### config.mk
export PLATFORM = sky130hd
export DESIGN_NAME = axis_testpattern_burst_ctrl
export DESIGN_NICKNAME = d
export VERILOG_FILES = /design/src/rtl/axis_tpg_pkg.sv /design/src/rtl/axis_testpattern_burst_ctrl.sv
export SDC_FILE = /design/constraint.sdc
export NUM_CORES = 1
export LEC_CHECK = 0
export CORE_ASPECT_RATIO = 2
export CORE_MARGIN = 2
export CORE_UTILIZATION = 48
export CTS_BUF_LIST = sky130_fd_sc_hd__clkbuf_4 sky130_fd_sc_hd__clkbuf_8
export DETAILED_ROUTE_END_ITERATION = 8
export PLACE_DENSITY = 0.74
export SYNTH_ARGS = -nofsm -noshare
export SYNTH_HDL_FRONTEND = slang
export SYNTH_SLANG_ARGS = --single-unit
export TNS_END_PERCENT = 10
### constraint.sdc
create_clock -name m_axis_aclk -period 8.6 [get_ports m_axis_aclk]
set_input_delay 1.29 -clock m_axis_aclk [delete_from_list [all_inputs] [get_ports m_axis_aclk]]
set_output_delay 1.29 -clock m_axis_aclk [all_outputs]
set_load 0.01 [all_outputs]
### src/rtl/axis_tpg_pkg.sv
// rtl/axis_tpg_pkg.sv - shared types and default widths for the test-pattern burst controller
package axis_tpg_pkg;

    localparam int TDATA_WIDTH_DEF = 24;
    localparam int LEN_WIDTH_DEF   = 16;
    localparam int CNT_WIDTH_DEF   = 16;

    typedef enum logic [1:0] {
        ST_IDLE = 2'd0,
        ST_RUN  = 2'd1,
        ST_GAP  = 2'd2,
        ST_DONE = 2'd3
    } tpg_state_e;

endpackage

### src/rtl/axis_testpattern_burst_ctrl.sv
// rtl/axis_testpattern_burst_ctrl.sv - gates a pattern generator stream into counted bursts with idle gaps
module axis_testpattern_burst_ctrl
    import axis_tpg_pkg::*;
#(
    parameter int TDATA_WIDTH = TDATA_WIDTH_DEF,
    parameter int LEN_WIDTH   = LEN_WIDTH_DEF,
    parameter int CNT_WIDTH   = CNT_WIDTH_DEF
) (
    input  logic                   m_axis_aclk,
    input  logic                   m_axis_aresetn,
    input  logic                   start,
    input  logic                   abort,
    input  logic [LEN_WIDTH-1:0]   burst_len,
    input  logic [CNT_WIDTH-1:0]   burst_count,
    input  logic [LEN_WIDTH-1:0]   gap_cycles,
    output logic                   gen_enable,
    input  logic [TDATA_WIDTH-1:0] s_axis_tdata,
    input  logic                   s_axis_tvalid,
    output logic                   s_axis_tready,
    output logic [TDATA_WIDTH-1:0] m_axis_tdata,
    output logic                   m_axis_tvalid,
    input  logic                   m_axis_tready,
    output logic                   m_axis_tlast,
    output logic                   busy,
    output logic                   done,
    output logic                   aborted
);

    localparam logic [LEN_WIDTH-1:0] LEN_ONE = LEN_WIDTH'(1);
    localparam logic [CNT_WIDTH-1:0] CNT_ONE = CNT_WIDTH'(1);

    tpg_state_e state_q, state_d;

    logic [LEN_WIDTH-1:0] len_q, len_d;
    logic [LEN_WIDTH-1:0] gap_q, gap_d;
    logic [CNT_WIDTH-1:0] count_q, count_d;
    logic [LEN_WIDTH-1:0] beat_q, beat_d;
    logic [LEN_WIDTH-1:0] gap_cnt_q, gap_cnt_d;
    logic [CNT_WIDTH-1:0] burst_q, burst_d;

    logic run;
    logic in_gap;
    logic hs;
    logic last_beat;
    logic last_burst;
    logic start_ok;

    assign run        = (state_q == ST_RUN);
    assign in_gap     = (state_q == ST_GAP);
    assign hs         = m_axis_tvalid & m_axis_tready;
    assign last_beat  = (beat_q == (len_q - LEN_ONE));
    // count_q == 0 selects free-running mode, so the burst index never ends the run
    assign last_burst = (count_q != '0) && (burst_q == (count_q - CNT_ONE));
    assign start_ok   = start && (burst_len != '0);

    always_ff @(posedge m_axis_aclk or negedge m_axis_aresetn) begin
        if (!m_axis_aresetn) begin
            state_q <= ST_IDLE;
        end else begin
            state_q <= state_d;
        end
    end

    always_comb begin
        state_d = state_q;
        case (state_q)
            ST_IDLE: begin
                if (start_ok) begin
                    state_d = ST_RUN;
                end
            end
            ST_RUN: begin
                if (abort) begin
                    state_d = ST_IDLE;
                end else if (hs && last_beat) begin
                    if (last_burst) begin
                        state_d = ST_DONE;
                    end else if (gap_q == '0) begin
                        state_d = ST_RUN;
                    end else begin
                        state_d = ST_GAP;
                    end
                end
            end
            ST_GAP: begin
                if (abort) begin
                    state_d = ST_IDLE;
                end else if (gap_cnt_q == LEN_ONE) begin
                    state_d = ST_RUN;
                end
            end
            ST_DONE: begin
                state_d = ST_IDLE;
            end
            default: begin
                state_d = ST_IDLE;
            end
        endcase
    end

    always_comb begin
        len_d     = len_q;
        gap_d     = gap_q;
        count_d   = count_q;
        beat_d    = beat_q;
        gap_cnt_d = gap_cnt_q;
        burst_d   = burst_q;
        if (state_q == ST_IDLE) begin
            if (start_ok) begin
                len_d     = burst_len;
                gap_d     = gap_cycles;
                count_d   = burst_count;
                beat_d    = '0;
                gap_cnt_d = '0;
                burst_d   = '0;
            end
        end else if (run) begin
            if (hs) begin
                if (last_beat) begin
                    beat_d    = '0;
                    burst_d   = burst_q + CNT_ONE;
                    gap_cnt_d = gap_q;
                end else begin
                    beat_d = beat_q + LEN_ONE;
                end
            end
        end else if (in_gap) begin
            gap_cnt_d = gap_cnt_q - LEN_ONE;
        end
    end

    always_ff @(posedge m_axis_aclk or negedge m_axis_aresetn) begin
        if (!m_axis_aresetn) begin
            len_q     <= '0;
            gap_q     <= '0;
            count_q   <= '0;
            beat_q    <= '0;
            gap_cnt_q <= '0;
            burst_q   <= '0;
        end else begin
            len_q     <= len_d;
            gap_q     <= gap_d;
            count_q   <= count_d;
            beat_q    <= beat_d;
            gap_cnt_q <= gap_cnt_d;
            burst_q   <= burst_d;
        end
    end

    // Everything below is combinational from state, so an async reset silences the stream at once
    always_comb begin
        m_axis_tdata  = s_axis_tdata;
        m_axis_tvalid = s_axis_tvalid & run;
        s_axis_tready = m_axis_tready & run;
        m_axis_tlast  = run & last_beat;
        gen_enable    = run;
        busy          = (state_q != ST_IDLE);
        done          = (state_q == ST_DONE);
        aborted       = abort & (run | in_gap);
    end

endmodule

==> summary.txt, run 1 <==
Clocking
  • Clock Latency Late Sink: 380 ps
  • H-tree depth: 3
  • Setup bufs post-CTS: 0
  • Reg clk slew, reported paths: 110 ps
  • Max Buffers Root-to-Sink: 2
  • Post_cts resized: 0
  • CTS Sinks: 98
  • Hold-fix buffers, CTS: 0
  • CTS buffer count: 9
  • CTS tree: done
  • Clk Tree Root Cell: clkbuf_8

Routing
  • Final ANT Viol Nets: 0
  • Final WL: 17.1 mm
  • Drt initial violations: 443
  • Vias: 5668
  • Vias per cell: 6.09
  • Drt first pass iters: 5
  • Residual DRC: 0
  • Drt wl/cell: 18.4 microns

Min path
  • Min-Delay Endpoint: gap_cnt_q[11]
  • Hold_sp: gap_cnt_q[11]
  • Worst Hold Class: flop to flop
  • Hold Path Stages: 2

Logic synthesis
  • Share of the yosys chip area belonging to registers: 39.0%
  • Post-synth ARST share: 100%
  • Synth Flop Type: dfrtp_1
  • Library cells used by synthesis: 70
  • Top post-synthesis cells by area: dfrtp_1, nand2_1, xnor2_1
  • Synth area leader: dfrtp_1
  • Mapped Cells: 763
  • Top cell type's share of synthesized area: 39.0%
  • Largest family of logic cells by synthesized area: simple AND/OR/NAND/NOR gates
  • Post-Syn Nets: 852
  • Post-Syn Area: 6280 sq um
  • Simple-Gate Fraction of Synth Area: 29.3%
  • Synth Area in XOR/XNOR: 6.69%
  • Yosys Warn Count: 0
  • Multiplexer share of the synthesized area: 1.04%
  • Syn avg cell area: 8.23 sq um
  • Seq cells post-synth: 98
  • EDFF count, synth: 0
  • Adder-Cell Fraction of Synth Area: 2.19%
  • Compound-gate portion of the synthesized area: 15.2%

Worst setup path
  • Slowest-stage cell, CP: clkdlybuf4s50_1
  • Worst path buffer plus inverter count: 1
  • CP max stage delay: 540 ps
  • Crit path max-delay family: simple AND/OR/NAND/NOR gates
  • Origin of the critical flop-to-flop path: len_q[0]
  • R2r worst-path depth: 9
  • Critical path type: flop to output port
  • Critical path data required time: 7310 ps
  • Reg2reg end: burst_q[0]
  • CP endpoint kind: output port
  • Critical Path Fanout Max: 8
  • R2r setup slk: 4600 ps
  • Crit path DAT: 3550 ps
  • Nature of the critical path startpoint: flop
  • CP Cell Sequence: nor3_2, nand3_1, a2111o_1, a2111oi_4, and3_1, o211a_1, and2_1, clkdlybuf4s50_1

Timing
  • Final worst slack: 3760 ps
  • Final Hold Fails: 0
  • RSZ-0062 raised after global routing: false
  • Final Setup Violations: 0
  • Slew Limit Fails: 0
  • Fin Setup TNS: 0 ps
  • Clock Skew: 15.5 ps
  • Crit path time final: 4840 ps
  • Final period utilization: 56.3%
  • Worst Max-Slew Pin Slew: 987 ps
  • Fmax: 0.207 GHz
  • Worst slew margin relative to its limit: 34.2%

Cells and area
  • Nets: 862
  • Area Overhead vs Synth: 11.1%
  • Antenna cell count: 0
  • Fin util: 54.0%
  • Layout cells sized above 1: 5.40%

Pwr
  • Power share of the sequential group: 37.1%
  • Maximum vdd drop: 0.202 mV
  • Leak: 2.96 nW
  • Psw: 1.08 mW
  • Pint: 1.16 mW
  • Pwr per Cell Area: 321 nW/um^2
  • Net Sw Frac: 48.4%
  • Clock power frac: 14.5%
  • Comb pwr share: 48.3%

Placed design
  • Port bufs: 60
  • Post-DP HPWL: 13.0 mm
  • Place WS: 4080 ps
  • Placer Congestion: 0.929

Floorplan
  • Die Span Y: 166 microns
  • Core region area: 12900 sq um
  • Site Rows: 59
  • Width of the die: 84.9 microns
  • Io pins: 109
  • Initial Util: 48.6%
  • Die ar.: 14100 sq um

Run
  • Max_cap viols: 0

GRT
  • Vias in the first global route: 5681
  • Global router's overall resource usage: 24.7%
  • First-pass GRT wire length: 27.8 mm
  • Global route overflow: 0
  • Initial antenna violation count: 0
  • Pin count of the biggest net entering global routing: 54

Status
  • Status: finished, final reports clean
==> cell usage in the layout (no fill, tap or decap), drive strengths merged, types with 20 or more instances in the layout <==
master         synthesis  layout
nand2                165     165
dfrtp                 98      98
clkdlybuf4s50          0      59
nor2                  50      50
o21ai                 38      38
a21oi                 36      36
xnor2                 27      27
nand3                 23      23
inv                   18      22
xor2                  21      21
nor4                  21      21
nor3                  21      21
or4                   20      20
o31ai                 20      20
==> metrics by stage <==
step / instance area, sq um / hold WS [ps] / power [mW] / instances
after CTS: 6980 / 513 / 2.24 / 930
after floorplan: 6280 / 458 / 1.58 / 763
after detailed placement: 6760 / 488 / 1.91 / 914
after global routing: 6980 / 537 / 2.41 / 930
after global placement: 6760 / 479 / 1.87 / 914
final: 6980 / 513 / 2.24 / 930
==> worst max path at each step <==
stage              endpoint  depth (start not counted)          from
6_report       m_axis_tlast                          8      len_q[2]
5_1_grt        m_axis_tlast                         10      len_q[0]
4_1_cts        m_axis_tlast                          8      len_q[2]
3_5_place_dp     burst_q[0]                          8  burst_len[1]
3_3_place_gp     burst_q[0]                          8  burst_len[1]
2_1_floorplan  m_axis_tlast                          7    beat_q[12]
==> worst register-to-register path, stage by stage (launching register included) <==
cell,delay (ps)
dfrtp_1,450
inv_1,90
ha_1,300
or4b_1,560
or3_1,400
o211ai_1,420
nand2_2,150
o21a_1,520
nor2_2,600
mux2_2,410
==> synth_stat cells, types with 8 or more instances <==
| cell | number |
|---|---|
| a21oi_1 | 35 |
| and3_1 | 12 |
| buf_1 | 8 |
| buf_4 | 24 |
| clkbuf_1 | 28 |
| dfrtp_1 | 98 |
| ha_1 | 11 |
| inv_1 | 18 |
| nand2_1 | 164 |
| nand3_1 | 23 |
| nand4_1 | 14 |
| nor2_1 | 49 |
| nor3_1 | 19 |
| nor4_1 | 21 |
| o21ai_0 | 38 |
| o31ai_1 | 19 |
| or4_1 | 20 |
| xnor2_1 | 27 |
| xor2_1 | 21 |
==> layout make-up <==
cell class / instances / area [sq um]
clock buffer: 9 / 124
timing repair buffer: 63 / 621
sequential: 98 / 2450
tap: 152 / 190
inverter: 18 / 67.6
multi-input combinational: 583 / 3430
clock inverter: 7 / 92.6
fill: 1183 / 5940
==> layer usage <==
metal  global-route usage [%]  up-vias  wire (microns)
met5                        0        -               0
met2                     45.3      170            9280
li1                         -     2703               -
met3                     2.88       54             625
met1                     27.5     2741            6470
met4                     12.6        0             747
==> flip-flops by register name, summed over array words and instances (netlist names) <==
register and cells:
len_q 16, beat_q 16, state_q 2, burst_q 16
count_q 16, gap_q 16, gap_cnt_q 16
==> logic make-up (layout without fill, tap and decap cells) <==
logic type	count (synthesis)	after routing
AND/OR/NAND/NOR	376	376
AO/OA/AOI/OAI	142	142
flip-flops	98	98
buffers and inverters	82	97
XOR/XNOR	48	48
adder cells (fa/ha/maj)	11	11
multiplexers	6	6
==> power groups by stage <==
stage                     Combinational (mW)  Clock [mW]  Sequential [mW]
after floorplan                        0.854           0            0.728
after global placement                  1.04           0            0.827
after detailed placement                1.07           0            0.837
after CTS                               1.08       0.332            0.828
after global routing                    1.21       0.351            0.855
final                                   1.08       0.326            0.833
No activity file was read; power rests on OpenSTA's default activity.
==> inputs of run 2 (changes only) <==
PLACE_DENSITY = 0.76   (was 0.74)
clock period = 4.2 ns   (was 8.6 ns; I/O delays follow)
==> summary.txt, run 2 (synthesis gave the netlist of run 1 again) <==
Status
  • Status: finished, final reports clean

GRT
  • Met1 usage: 28.2%
  • Gr busiest metal: met2
  • Global route overflow: 0
  • First-pass GRT wire length: 29.2 mm
  • Pin count of the biggest net entering global routing: 75
  • Vias in the first global route: 5839
  • Initial antenna violation count: 0
  • GR Util met2: 46.5%
  • Met3 Use GR: 3.63%
  • Global router's overall resource usage: 26.3%

Floorplan
  • Io pins: 109
  • Initial Util: 48.6%
  • Core region area: 12900 sq um
  • Die Span Y: 166 microns
  • Die ar.: 14100 sq um
  • Site Rows: 59
  • Width of the die: 84.9 microns

Clocking
  • CTS tree: done
  • Hold-fix buffers, CTS: 0
  • CTS Sinks: 98
  • Reg clk slew, reported paths: 100 ps
  • Clk Tree Root Cell: clkbuf_8
  • Clock Latency Late Sink: 390 ps
  • H-tree depth: 3
  • Max Buffers Root-to-Sink: 2
  • CTS buffer count: 9

Worst setup path
  • R2r worst-path depth: 8
  • Nature of the critical path startpoint: flop
  • CP endpoint kind: output port
  • Slowest-stage cell, CP: clkdlybuf4s50_1
  • CP max stage delay: 520 ps
  • Crit path DAT: 3390 ps
  • Worst path buffer plus inverter count: 1
  • Critical Path Fanout Max: 5
  • Critical path type: flop to output port
  • Critical path data required time: 3570 ps
  • R2r setup slk: 490 ps
  • Crit path max-delay family: compound AO/OA/AOI/OAI gates
  • CP Cell Sequence: xnor2_1, or4b_1, a2111o_1, a2111oi_4, and3_4, o211a_1, and2_1, clkdlybuf4s50_1
  • Worst path depth: 8

Pwr
  • Leak: 3.00 nW
  • Pwr per Cell Area: 656 nW/um^2
  • Maximum vdd drop: 0.327 mV

Timing
  • Worst slew margin relative to its limit: 32.4%
  • RSZ-0062 raised after global routing: false
  • Slew Limit Fails: 0
  • Fmax: 0.249 GHz
  • Clock Skew: 13.8 ps
  • Final period utilization: 95.7%
  • Final Setup Violations: 0
  • Worst Max-Slew Pin Slew: 1010 ps
  • Crit path time final: 4020 ps
  • Final Hold Fails: 0
  • Fin Setup TNS: 0 ps

Cells and area
  • Most common cell after layout, fill and taps aside: nand2_1
  • Nets: 873
  • Finished Cell Area: 7050 sq um
  • Antenna cell count: 0
  • Area Overhead vs Synth: 12.2%
  • Most frequent cells in the layout: nand2_1, dfrtp_1, clkdlybuf4s50_1
  • Layout cells sized above 1: 7.10%

Routing
  • Drt first pass iters: 5
  • Final WL: 18.3 mm
  • Final ANT Viol Nets: 0
  • Vias per cell: 6.18
  • Vias: 5817
  • Residual DRC: 0
  • Drt wl/cell: 19.4 microns
  • Drt initial violations: 380

Placed design
  • Post-DP HPWL: 13.7 mm
  • Placed Instance Area: 6840 sq um
  • Port bufs: 60
  • Placer Congestion: 0.935

Min path
  • Worst Hold Class: primary input to asynchronous set/reset pin

Run
  • Max_cap viols: 0
-- run 2: power by group --
group | internal (mW) | switching [mW] | leakage (nW) | total, mW
Sequential | 1.25 | 0.426 | 1.27 | 1.67
Combinational | 0.886 | 1.44 | 1.63 | 2.32
Clock | 0.245 | 0.384 | 0.0998 | 0.629
Total | 2.38 | 2.25 | 3.00 | 4.63
-- run 2: timing repair --
action                                  CTS  global route
setup buffers                             0             1
endpoints found under the setup margin    0             1
resized for setup                         0             4
hold endpoints to repair                  0             0
-- run 2: metal layers --
metal  wire length (microns)  share of wire [%]
met5                       0                  0
met4                    1280                7.0
met3                     893                4.9
met2                    9600                 53
met1                    6500                 36
-- run 2: area by class of cell --
cell class / instances / area [sq um]
Fill cell: 1216 / 5870
Multi-Input combinational cell: 583 / 3440
Sequential cell: 98 / 2450
Timing Repair Buffer: 74 / 703
Tap cell: 152 / 190
Clock buffer: 10 / 138
Inverter: 18 / 67.6
Clock inverter: 6 / 55.1
-- run 2: path summary, 6_finish.rpt --
| kind | startpoint | end |
|---|---|---|
| min | m_axis_aresetn | burst_q[6] |
| min in group m_axis_aclk | gap_cnt_q[11] | gap_cnt_q[11] |
| max reg2reg | len_q[5] | burst_q[6] |
| max | beat_q[12] | m_axis_tlast |
| min reg2reg | gap_cnt_q[11] | gap_cnt_q[11] |
| max in group asynchronous | m_axis_aresetn | beat_q[12] |
-- run 2: stage by stage --
stage | utilization (%) | hold slack, ps | power, mW | worst slack [ps] | std cells
finish | 54.6 | 353 | 4.63 | 179 | 941
global route | 54.6 | 432 | 4.97 | 52.5 | 941
CTS | 54.4 | 401 | 4.61 | 51.4 | 940
detailed placement | 52.9 | 491 | 3.98 | 493 | 924
global placement | 52.9 | 474 | 3.90 | 538 | 924
floorplan | - | 334 | 3.24 | 1180 | 763
==> inputs of run 3 (changes only) <==
SKIP_LAST_GASP = 1   (was default)
==> results of run 3 <==
Same layout as run 2: the final DEF is identical, and so are final timing and power.
